File: src/rtl/uart_pkg.sv
// ---------------------------------------------------------------------------
// uart_pkg : shared UART types (rx state encoding, parity mode constants)
// Revision : 1.0
// ---------------------------------------------------------------------------
`default_nettype none

package uart_pkg;

  localparam int PAR_NONE = 0;
  localparam int PAR_ODD  = 1;
  localparam int PAR_EVEN = 2;

  typedef enum logic [2:0] {
    RX_IDLE      = 3'd0,
    RX_START     = 3'd1,
    RX_DATA      = 3'd2,
    RX_PARITY    = 3'd3,
    RX_STOP      = 3'd4,
    RX_WAIT_HIGH = 3'd5
  } rx_state_e;

endpackage

`default_nettype wire

File: src/rtl/sync_2ff.sv
// ---------------------------------------------------------------------------
// sync_2ff : two-flop synchronizer for a single asynchronous input bit
// Revision : 1.0
// ---------------------------------------------------------------------------
`default_nettype none

module sync_2ff #(
  parameter bit RESET_VAL = 1'b1
) (
  input  logic clk,
  input  logic rst,
  input  logic i_d,
  output logic o_q
);

  logic r_meta;
  logic r_sync;

  always_ff @(posedge clk or posedge rst) begin
    if (rst) begin
      r_meta <= RESET_VAL;
      r_sync <= RESET_VAL;
    end else begin
      r_meta <= i_d;
      r_sync <= r_meta;
    end
  end

  assign o_q = r_sync;

endmodule

`default_nettype wire

File: src/rtl/uart_rx_fsm.sv
// ---------------------------------------------------------------------------
// uart_rx_fsm : oversampling UART receiver with optional parity, frame/parity
//               error pulses and break handling
// Revision    : 1.0
// ---------------------------------------------------------------------------
`default_nettype none

module uart_rx_fsm #(
  parameter int clks_per_bit = 16,
  parameter int rx_num_bits  = 8,
  parameter int parity       = 0
) (
  input  logic       clk,
  input  logic       RST,
  input  logic       RX,
  output logic [7:0] data_out,
  output logic       data_valid,
  output logic       parity_err,
  output logic       frame_err,
  output logic       busy
);

  import uart_pkg::*;

  localparam int              CW         = $clog2(clks_per_bit);
  localparam logic [CW-1:0]   c_half     = CW'(clks_per_bit / 2 - 1);
  localparam logic [CW-1:0]   c_full     = CW'(clks_per_bit - 1);
  localparam logic [2:0]      c_last_bit = 3'(rx_num_bits - 1);
  localparam bit              c_has_par  = (parity != PAR_NONE);

  logic          w_rx_s;
  rx_state_e     r_state, w_state_nxt;
  logic [CW-1:0] r_cnt, w_cnt_nxt;
  logic [2:0]    r_bit, w_bit_nxt;
  logic [7:0]    r_shift;
  logic          r_mismatch;
  logic [7:0]    r_data_out;
  logic          r_data_valid, r_parity_err, r_frame_err;
  logic          w_frame_start, w_sample_data, w_sample_par;
  logic          w_stop_good, w_stop_bad, w_par_mis;

  sync_2ff #(.RESET_VAL(1'b1)) u_sync (
    .clk (clk),
    .rst (RST),
    .i_d (RX),
    .o_q (w_rx_s)
  );

  always_ff @(posedge clk or posedge RST) begin
    if (RST) r_state <= RX_IDLE;
    else     r_state <= w_state_nxt;
  end

  always_comb begin
    w_state_nxt   = r_state;
    w_cnt_nxt     = r_cnt + CW'(1);
    w_bit_nxt     = r_bit;
    w_frame_start = 1'b0;
    w_sample_data = 1'b0;
    w_sample_par  = 1'b0;
    w_stop_good   = 1'b0;
    w_stop_bad    = 1'b0;
    case (r_state)
      RX_IDLE: begin
        w_cnt_nxt = '0;
        w_bit_nxt = '0;
        if (!w_rx_s) begin
          w_state_nxt   = RX_START;
          w_frame_start = 1'b1;
        end
      end
      RX_START: begin
        if (r_cnt == c_half) begin
          w_cnt_nxt   = '0;
          w_state_nxt = w_rx_s ? RX_IDLE : RX_DATA;
        end
      end
      RX_DATA: begin
        if (r_cnt == c_full) begin
          w_cnt_nxt     = '0;
          w_sample_data = 1'b1;
          w_bit_nxt     = r_bit + 3'd1;
          if (r_bit == c_last_bit) w_state_nxt = c_has_par ? RX_PARITY : RX_STOP;
        end
      end
      RX_PARITY: begin
        if (r_cnt == c_full) begin
          w_cnt_nxt    = '0;
          w_sample_par = 1'b1;
          w_state_nxt  = RX_STOP;
        end
      end
      RX_STOP: begin
        if (r_cnt == c_full) begin
          w_cnt_nxt = '0;
          if (w_rx_s) begin
            w_stop_good = 1'b1;
            w_state_nxt = RX_IDLE;
          end else begin
            w_stop_bad  = 1'b1;
            w_state_nxt = RX_WAIT_HIGH;
          end
        end
      end
      RX_WAIT_HIGH: begin
        w_cnt_nxt = '0;
        if (w_rx_s) w_state_nxt = RX_IDLE;
      end
      default: w_state_nxt = RX_IDLE;
    endcase
  end

  // The shift register is cleared per frame so bits above rx_num_bits read zero.
  assign w_par_mis = (parity == PAR_ODD) ? ~(^r_shift ^ w_rx_s) : (^r_shift ^ w_rx_s);

  always_ff @(posedge clk or posedge RST) begin
    if (RST) begin
      r_cnt        <= '0;
      r_bit        <= '0;
      r_shift      <= '0;
      r_mismatch   <= 1'b0;
      r_data_out   <= '0;
      r_data_valid <= 1'b0;
      r_parity_err <= 1'b0;
      r_frame_err  <= 1'b0;
    end else begin
      r_cnt        <= w_cnt_nxt;
      r_bit        <= w_bit_nxt;
      r_data_valid <= w_stop_good;
      r_parity_err <= w_stop_good & r_mismatch;
      r_frame_err  <= w_stop_bad;
      if (w_frame_start) begin
        r_shift    <= '0;
        r_mismatch <= 1'b0;
      end
      if (w_sample_data) r_shift[r_bit] <= w_rx_s;
      if (w_sample_par)  r_mismatch     <= w_par_mis;
      if (w_stop_good)   r_data_out     <= r_shift;
    end
  end

  assign data_out   = r_data_out;
  assign data_valid = r_data_valid;
  assign parity_err = r_parity_err;
  assign frame_err  = r_frame_err;
  assign busy       = (r_state != RX_IDLE);

endmodule

`default_nettype wire

File: config.mk
export PLATFORM = sky130hd
export DESIGN_NAME = uart_rx_fsm
export DESIGN_NICKNAME = d
export VERILOG_FILES = /design/src/rtl/uart_pkg.sv /design/src/rtl/sync_2ff.sv /design/src/rtl/uart_rx_fsm.sv
export SDC_FILE = /design/constraint.sdc
export NUM_CORES = 1
export LEC_CHECK = 0
export ABC_CLOCK_PERIOD_IN_PS = 1400
export CELL_PAD_IN_SITES_DETAIL_PLACEMENT = 1
export CELL_PAD_IN_SITES_GLOBAL_PLACEMENT = 1
export CORE_MARGIN = 2
export CORE_UTILIZATION = 32
export CTS_CLUSTER_SIZE = 8
export DETAILED_ROUTE_END_ITERATION = 8
export PLACE_DENSITY_LB_ADDON = 0.08
export REMOVE_ABC_BUFFERS = 1
export SLEW_MARGIN = 25
export SYNTH_ARGS = -nofsm -noshare
export SYNTH_HDL_FRONTEND = slang
export SYNTH_SLANG_ARGS = --single-unit
File: constraint.sdc
create_clock -name clk -period 1.4 [get_ports clk]
set_input_delay 0.21 -clock clk [delete_from_list [all_inputs] [get_ports clk]]
set_output_delay 0.21 -clock clk [all_outputs]
set_load 0.02 [all_outputs]
# Word-level counts from Yosys, hierarchy flattened
# Index checks and enable logic that the tools add are counted.
# totals
ff_bits	32
latchBits	0
mem_bits_rw	0
rom_bits	0
in_bits	3
output_inout_bits	12
word_cells	74
n_memories	0
# op_classes
add_sub_neg	2
multipliers	0
n_div	0
n_lt_le_gt_ge	2
eq_ne	15
n_shift	0
n_mux	32
bitwise_logic	2
n_reduce_logical	10
# ops
cell	count
$mux W3	9
$pmux W3 S6	1
$mux W8	2
$mux W1	13
$ne A2 B2 Y1 const B	6
$pmux W4 S3	1
$eq A3 B3 Y1 const B	3
$bwmux W8	1
$mux W4	2
$reduce_xor A8 Y1	1
$reduce_and A7 Y1	1
$eq A3 B2 Y1 const B	2
$pmux W3 S2	1
$add A4 B1 Y4 const B	1
$eq A4 B3 Y1 const B	1
$eq A4 B4 Y1 const B	1
$lt A3 B4 Y1 const B	1
$reduce_bool A2 Y1	2
$add A3 B1 Y3 const B	1
$demux W1 S3	1
$eq A3 B1 Y1 const B	1
$ge A3 B1 Y1 const B	1
$logic_not A3 Y1	1
$reduce_bool A3 Y1	1
8 further kinds	8

# Logic depth before layout (Yosys ltp)
# Gate-level depths: netlist (run 1).
# depth
word_depth	6
depth_mapped	7

# Hierarchy
# Synthesis (run 1) repeated with hierarchy kept, for this count alone.
# unflattened
cells_unflattened	150
hier_area_um2	1624.1
# by_module_without_submodules
module	instances	cells_per_inst	area_each_um2	seq_area_each_um2
uart_rx_fsm	1	147	1567.8	750.7
sync_2ff	1	3	56.3	52.6

# Least setup slack after synthesis (run 1)
# OpenSTA, ideal clock, no wires.
# synth_path
path_kind	flip-flop to flip-flop
startpoint	reg r_cnt[0]
endpoint	reg r_shift[3]
setup_time_ns	0.078
arrival_ns	1.501
slack_ns	-0.178
stages_incl_launch_ff	8
n_path_buf	1
synth_period_minus_slack_ns	1.578
path_cell_list	dfrtp_1 > ha_1 > and3_2 > buf_6 > nand3_4 > nor2_1 > a31o_2 > a21oi_1
# synth_between
elab_chain_len	4
# synth_lines
element	line	source
from (decl)	uart_rx_fsm.sv:33	logic [CW-1:0] r_cnt, w_cnt_nxt;
from (signal assigned)	uart_rx_fsm.sv:127	r_cnt <= w_cnt_nxt;
$eq A4 B4 Y1	uart_rx_fsm.sv:79	if (r_cnt == c_full) begin
$mux W1	uart_rx_fsm.sv:79	
$mux W1	uart_rx_fsm.sv:63	case (r_state)
$mux W8	uart_rx_fsm.sv:136	if (w_sample_data) r_shift[r_bit] <= w_rx_s;
to (signal, indexed assignment)	uart_rx_fsm.sv:136	
to (decl)	uart_rx_fsm.sv:35	logic [7:0] r_shift;
# No other way between the ends.
# A chain may end at the register's enable or synchronous reset.

# Worst setup path after layout (run 1)
# layout_path
startpoint	reg r_cnt[1]
endpoint	reg r_data_out[6], in the netlist data_out[6]
# layout_between
elab_chain_len	3
# layout_lines
element	line	source
$eq A4 B4 Y1	uart_rx_fsm.sv:94	if (r_cnt == c_full) begin
$mux W1	uart_rx_fsm.sv:94	
$mux W1	uart_rx_fsm.sv:63	
to (signal assigned)	uart_rx_fsm.sv:138	if (w_stop_good) r_data_out <= r_shift;
to (decl)	uart_rx_fsm.sv:37	logic [7:0] r_data_out;
# No other way between the ends.

==> key figures, run 1 <==
Pwr
  – Combinational group share of total power: 40.1%
  – VDD IR-drop max: 0.000917 V
  – Sequential share of power: 36.8%
  – Net Sw Frac: 34.0%
  – Internal: 2.11 mW
  – Clock power frac: 23.1%
  – Static Leak: around 1.1 nW
  – Switching power: between 1 and 1.5 mW
  – PwrDens: 1350 nW/µm²

Min path
  – Worst hold-check path type: input port to asynchronous set/reset pin

Critical path
  – Crit start category: flop
  – Crit-path max cell delay: 0.39 ns
  – Crit-path leading delay family: simple AND/OR/NAND/NOR gates
  – Crit-path max FO: 8
  – R2R setup slack: -0.18 ns
  – Cell mode on critical path: nand2_4
  – Crit-path cells: ha_4 > nand2_4 > nor4_4 > nand2_4 > mux2_4
  – WP data arrival: around 1.7 ns
  – CP Data Required Time: between 1.5 and 2 ns
  – Critical Path Sink: data_out[6]
  – Critical path depth: 5
  – Crit Path Category: flop to flop
  – Worst path bufs/invs: 0
  – Reg-to-reg endpoint: data_out[6]
  – CP endpoint kind: flop
  – CP max-delay cell: dfrtp_1
  – Crit path from: r_cnt[1]
  – Reg2reg path depth: 5
  – Worst r2r src: r_cnt[1]

Run status
  – Failing checks: negative setup slack
  – Outcome: finished, violations left

Yosys
  – Mapped Avg Cell Area: ~11 µm²
  – #FFs+latches synth: 32
  – Mapped cell area: 1610 µm²
  – Netlist cell types: 43
  – Synth warnings: 0
  – Sequential area share after synthesis: 49.8%
  – Mapped Cells: 149

Place
  – Port buffer count: 14
  – GP Congestion: between 0.7 and 0.8
  – HPWL Detailed: 2730 µm
  – Inst Count DP: around 250

Timing
  – Final Hold Fails: 0
  – Max-slew violation count: 0
  – Period minus WS final: 1.58 ns
  – RSZ-0062 raised after global routing: yes
  – Final WS setup: -0.182 ns
  – Fin Clk Skew: 0.0150 ns
  – F_max: 632 MHz
  – Hold slack final: 0.275 ns
  – Slew of the pin with the lowest slew margin: 0.408 ns
  – Slew Limit Headroom: 72.8%
  – Period utilization: 113%
  – Final setup viols: 23

Clocking
  – Clk sink count: 32
  – Clock-pin transition on the worst setup and hold timing paths: 0.08 ns
  – Clock Path Buffers: 2
  – Clock root buffer: clkbuf_8
  – Clk Latency, worst-skew pair: approximately 0.28 ns
  – # hold bufs at CTS: 0
  – CTS tree: done
  – H-tree Lvls: 2
  – CTS Buf Count: 5

GRT
  – Gr ovfl total: 0
  – Initial antenna violation count: 0
  – Largest net degree at the start of global routing: 33
  – GRT Total Usage: 15.0%
  – First-pass GRT wire length: 6330 µm
  – Vias in the first global route: about 1300

Floorplan
  – Num ports: 15
  – Die span in x: 75.0 µm
  – Die area: ~5600 µm²
  – Die height: 75.0 µm
  – Row cnt: 25
  – Initial Util: roughly 34%
  – Core area: 4790 µm²

Route
  – Iter 0 DRT Violations: 34
  – Total routed wirelength: 3960 µm
  – Via/cell ratio: 4.70
  – Drt drc: 0
  – Met3 Wirelength: 83 µm
  – DR top layer: met4
  – Vias: 1275
  – WL per Instance: 14.6 µm
  – Routed met2 length: 1990 µm
  – TritonRoute pass-1 iters: 4
  – Final ANT Viol Nets: 0
  – Metal1 wirelength: 1860 µm

Flow run
  – Max-Cap Viols: 0

Cells and area
  – Ant. Diodes: 0
  – Layout cells sized above 1: 47.5%
  – Post-route non-filler standard cell count: 271
  – Nets: 209
  – Area growth, synth to finish: 46.2%
  – Layout filler cell count: 537
==> power by group through the flow <==
stage          registers [mW]  clock network (mW)  logic [mW]
6_report                 1.18               0.737        1.28
5_1_grt                  1.19               0.818        1.40
4_1_cts                  1.16               0.766        1.07
3_5_place_dp             1.17                   0        1.01
3_3_place_gp             1.16                   0       0.993
2_1_floorplan            1.20                   0       0.462
==> worst min path at each step <==
stage / slack, ns / cells after the start / from / end
final: 0.28 / 3 / RST / r_shift[5]
after CTS: 0.28 / 3 / RST / data_out[0]
after global placement: 0.35 / 0 / u_sync.r_meta / u_sync.o_q
after detailed placement: 0.35 / 0 / u_sync.r_meta / u_sync.o_q
after global routing: 0.28 / 3 / RST / r_shift[5]
after floorplan: 0.21 / 0 / RX / u_sync.r_meta
==> cells in the final DEF, fill, tap and decap left out, types with 3 or more instances in the layout <==
cell | synthesis | final
buf_4 | 1 | 37
dfrtp_1 | 30 | 28
dlygate4sd2_1 | 0 | 11
nand2_1 | 8 | 7
mux2_4 | 7 | 7
a21oi_1 | 8 | 7
inv_1 | 6 | 6
o21ai_0 | 10 | 6
xnor2_1 | 8 | 6
clkbuf_8 | 0 | 6
nor2_4 | 1 | 5
nor2_1 | 11 | 5
nand2b_1 | 4 | 4
and3_4 | 0 | 3
nand3_1 | 4 | 3
nand2_4 | 1 | 3
a31oi_1 | 3 | 3
o21a_1 | 3 | 3
buf_6 | 1 | 3
==> per-stage QoR <==
stage / instance area, µm² / util [%] / setup slack (ns) / setup TNS [ns] / power (mW)
6_report: 2360 / 49.3 / -0.182 / -2.35 / 3.19
5_1_grt: 2360 / 49.3 / -0.259 / -4.13 / 3.41
4_1_cts: 2200 / 46.0 / -0.168 / -2.61 / 2.99
3_5_place_dp: 2040 / 42.6 / -0.206 / -3.91 / 2.18
3_3_place_gp: 2040 / 42.6 / -0.192 / -3.12 / 2.15
2_1_floorplan: 1570 / - / -0.148 / -1.71 / 1.67
==> registers in the layout, summed over array words and instances (netlist names) <==
| name | count |
|---|---|
| data_out | 8 |
| data_valid | 1 |
| frame_err | 1 |
| parity_err | 1 |
| r_bit | 3 |
| r_cnt | 4 |
| r_mismatch | 1 |
| r_shift | 8 |
| r_state | 3 |
| u_sync.o_q | 1 |
| u_sync.r_meta | 1 |
==> Yosys cell counts (all sizes together) <==
cell     number  area (µm²)
nand2b        4        25.0
o22ai         3        18.8
and3          3        21.3
nor2         12        52.6
o22a          1        8.76
clkbuf        1        3.75
or2           1        8.76
o31ai         1        7.51
a31o          1        8.76
nor2b         1        6.26
a21oi         8        40.0
o21ai        10        50.1
dfrtp        30         751
o21a          3        22.5
inv           8        30.0
a31oi         3        18.8
nand3         5        37.5
dfstp         2        52.6
xor2          1        8.76
a211oi        1        7.51
ha            3        37.5
nand2        10        47.6
xnor2         8        70.1
nor3          4        30.0
a2bb2oi       3        26.3
and2          3        20.0
mux2          7         105
buf           6        37.5
nor4          4        46.3
nand4         2        12.5
==> kinds of logic (layout without fill, tap and decap cells) <==
group                    Yosys count  in the layout  synth area share [%]
XOR/XNOR                           9              9                  4.89
AO/OA/AOI/OAI                     34             34                  13.0
adder cells (fa/ha/maj)            3              3                  2.33
flip-flops                        32             32                  49.8
buffers and inverters             15             70                  4.42
AND/OR/NAND/NOR                   49             49                  19.1
multiplexers                       7              7                  6.52
==> worst min-delay path, cell delays in order <==
cell             delay [ns]
clkdlybuf4s50_1        0.39
inv_1                  0.09
buf_12                 0.21
==> routing by layer <==
metal | global-route usage (%) | vias to the layer above
met5 | 0 | -
met4 | 3.57 | 0
met3 | 4.02 | 2
met2 | 23.8 | 17
met1 | 20.4 | 630
li1 | - | 626
==> layout make-up <==
type	count	area, µm²	share of cell area [%]
well taps	67	83.8	3.56
clock inverters	2	10.0	0.425
multi-input cells	102	897	38.1
inverters	8	30.0	1.27
flip-flops and latches	32	806	34.2
repair buffers	54	448	19.0
clock buffers	6	82.6	3.50
==> what timing repair did <==
action / 4_1_cts / 5_1_grt
gates resized for setup: 33 / 25
pin swaps: 13 / 14
endpoints found under the setup margin: 38 / 30
endpoints found under the hold margin: 0 / 0
setup buffers: 3 / 9
(Power assumes the default switching activity.)
==> run 2, diff against run 1 <==
HOLD_SLACK_MARGIN = 0.03   (was default)
==> results of run 2 <==
Same layout as run 1: the final DEF is identical, and so are final timing and power.
==> run 3, diff against run 2 <==
CTS_CLUSTER_SIZE = default   (was 8)
==> results of run 3 <==
Same layout as run 1: the final DEF is identical, and so are final timing and power.
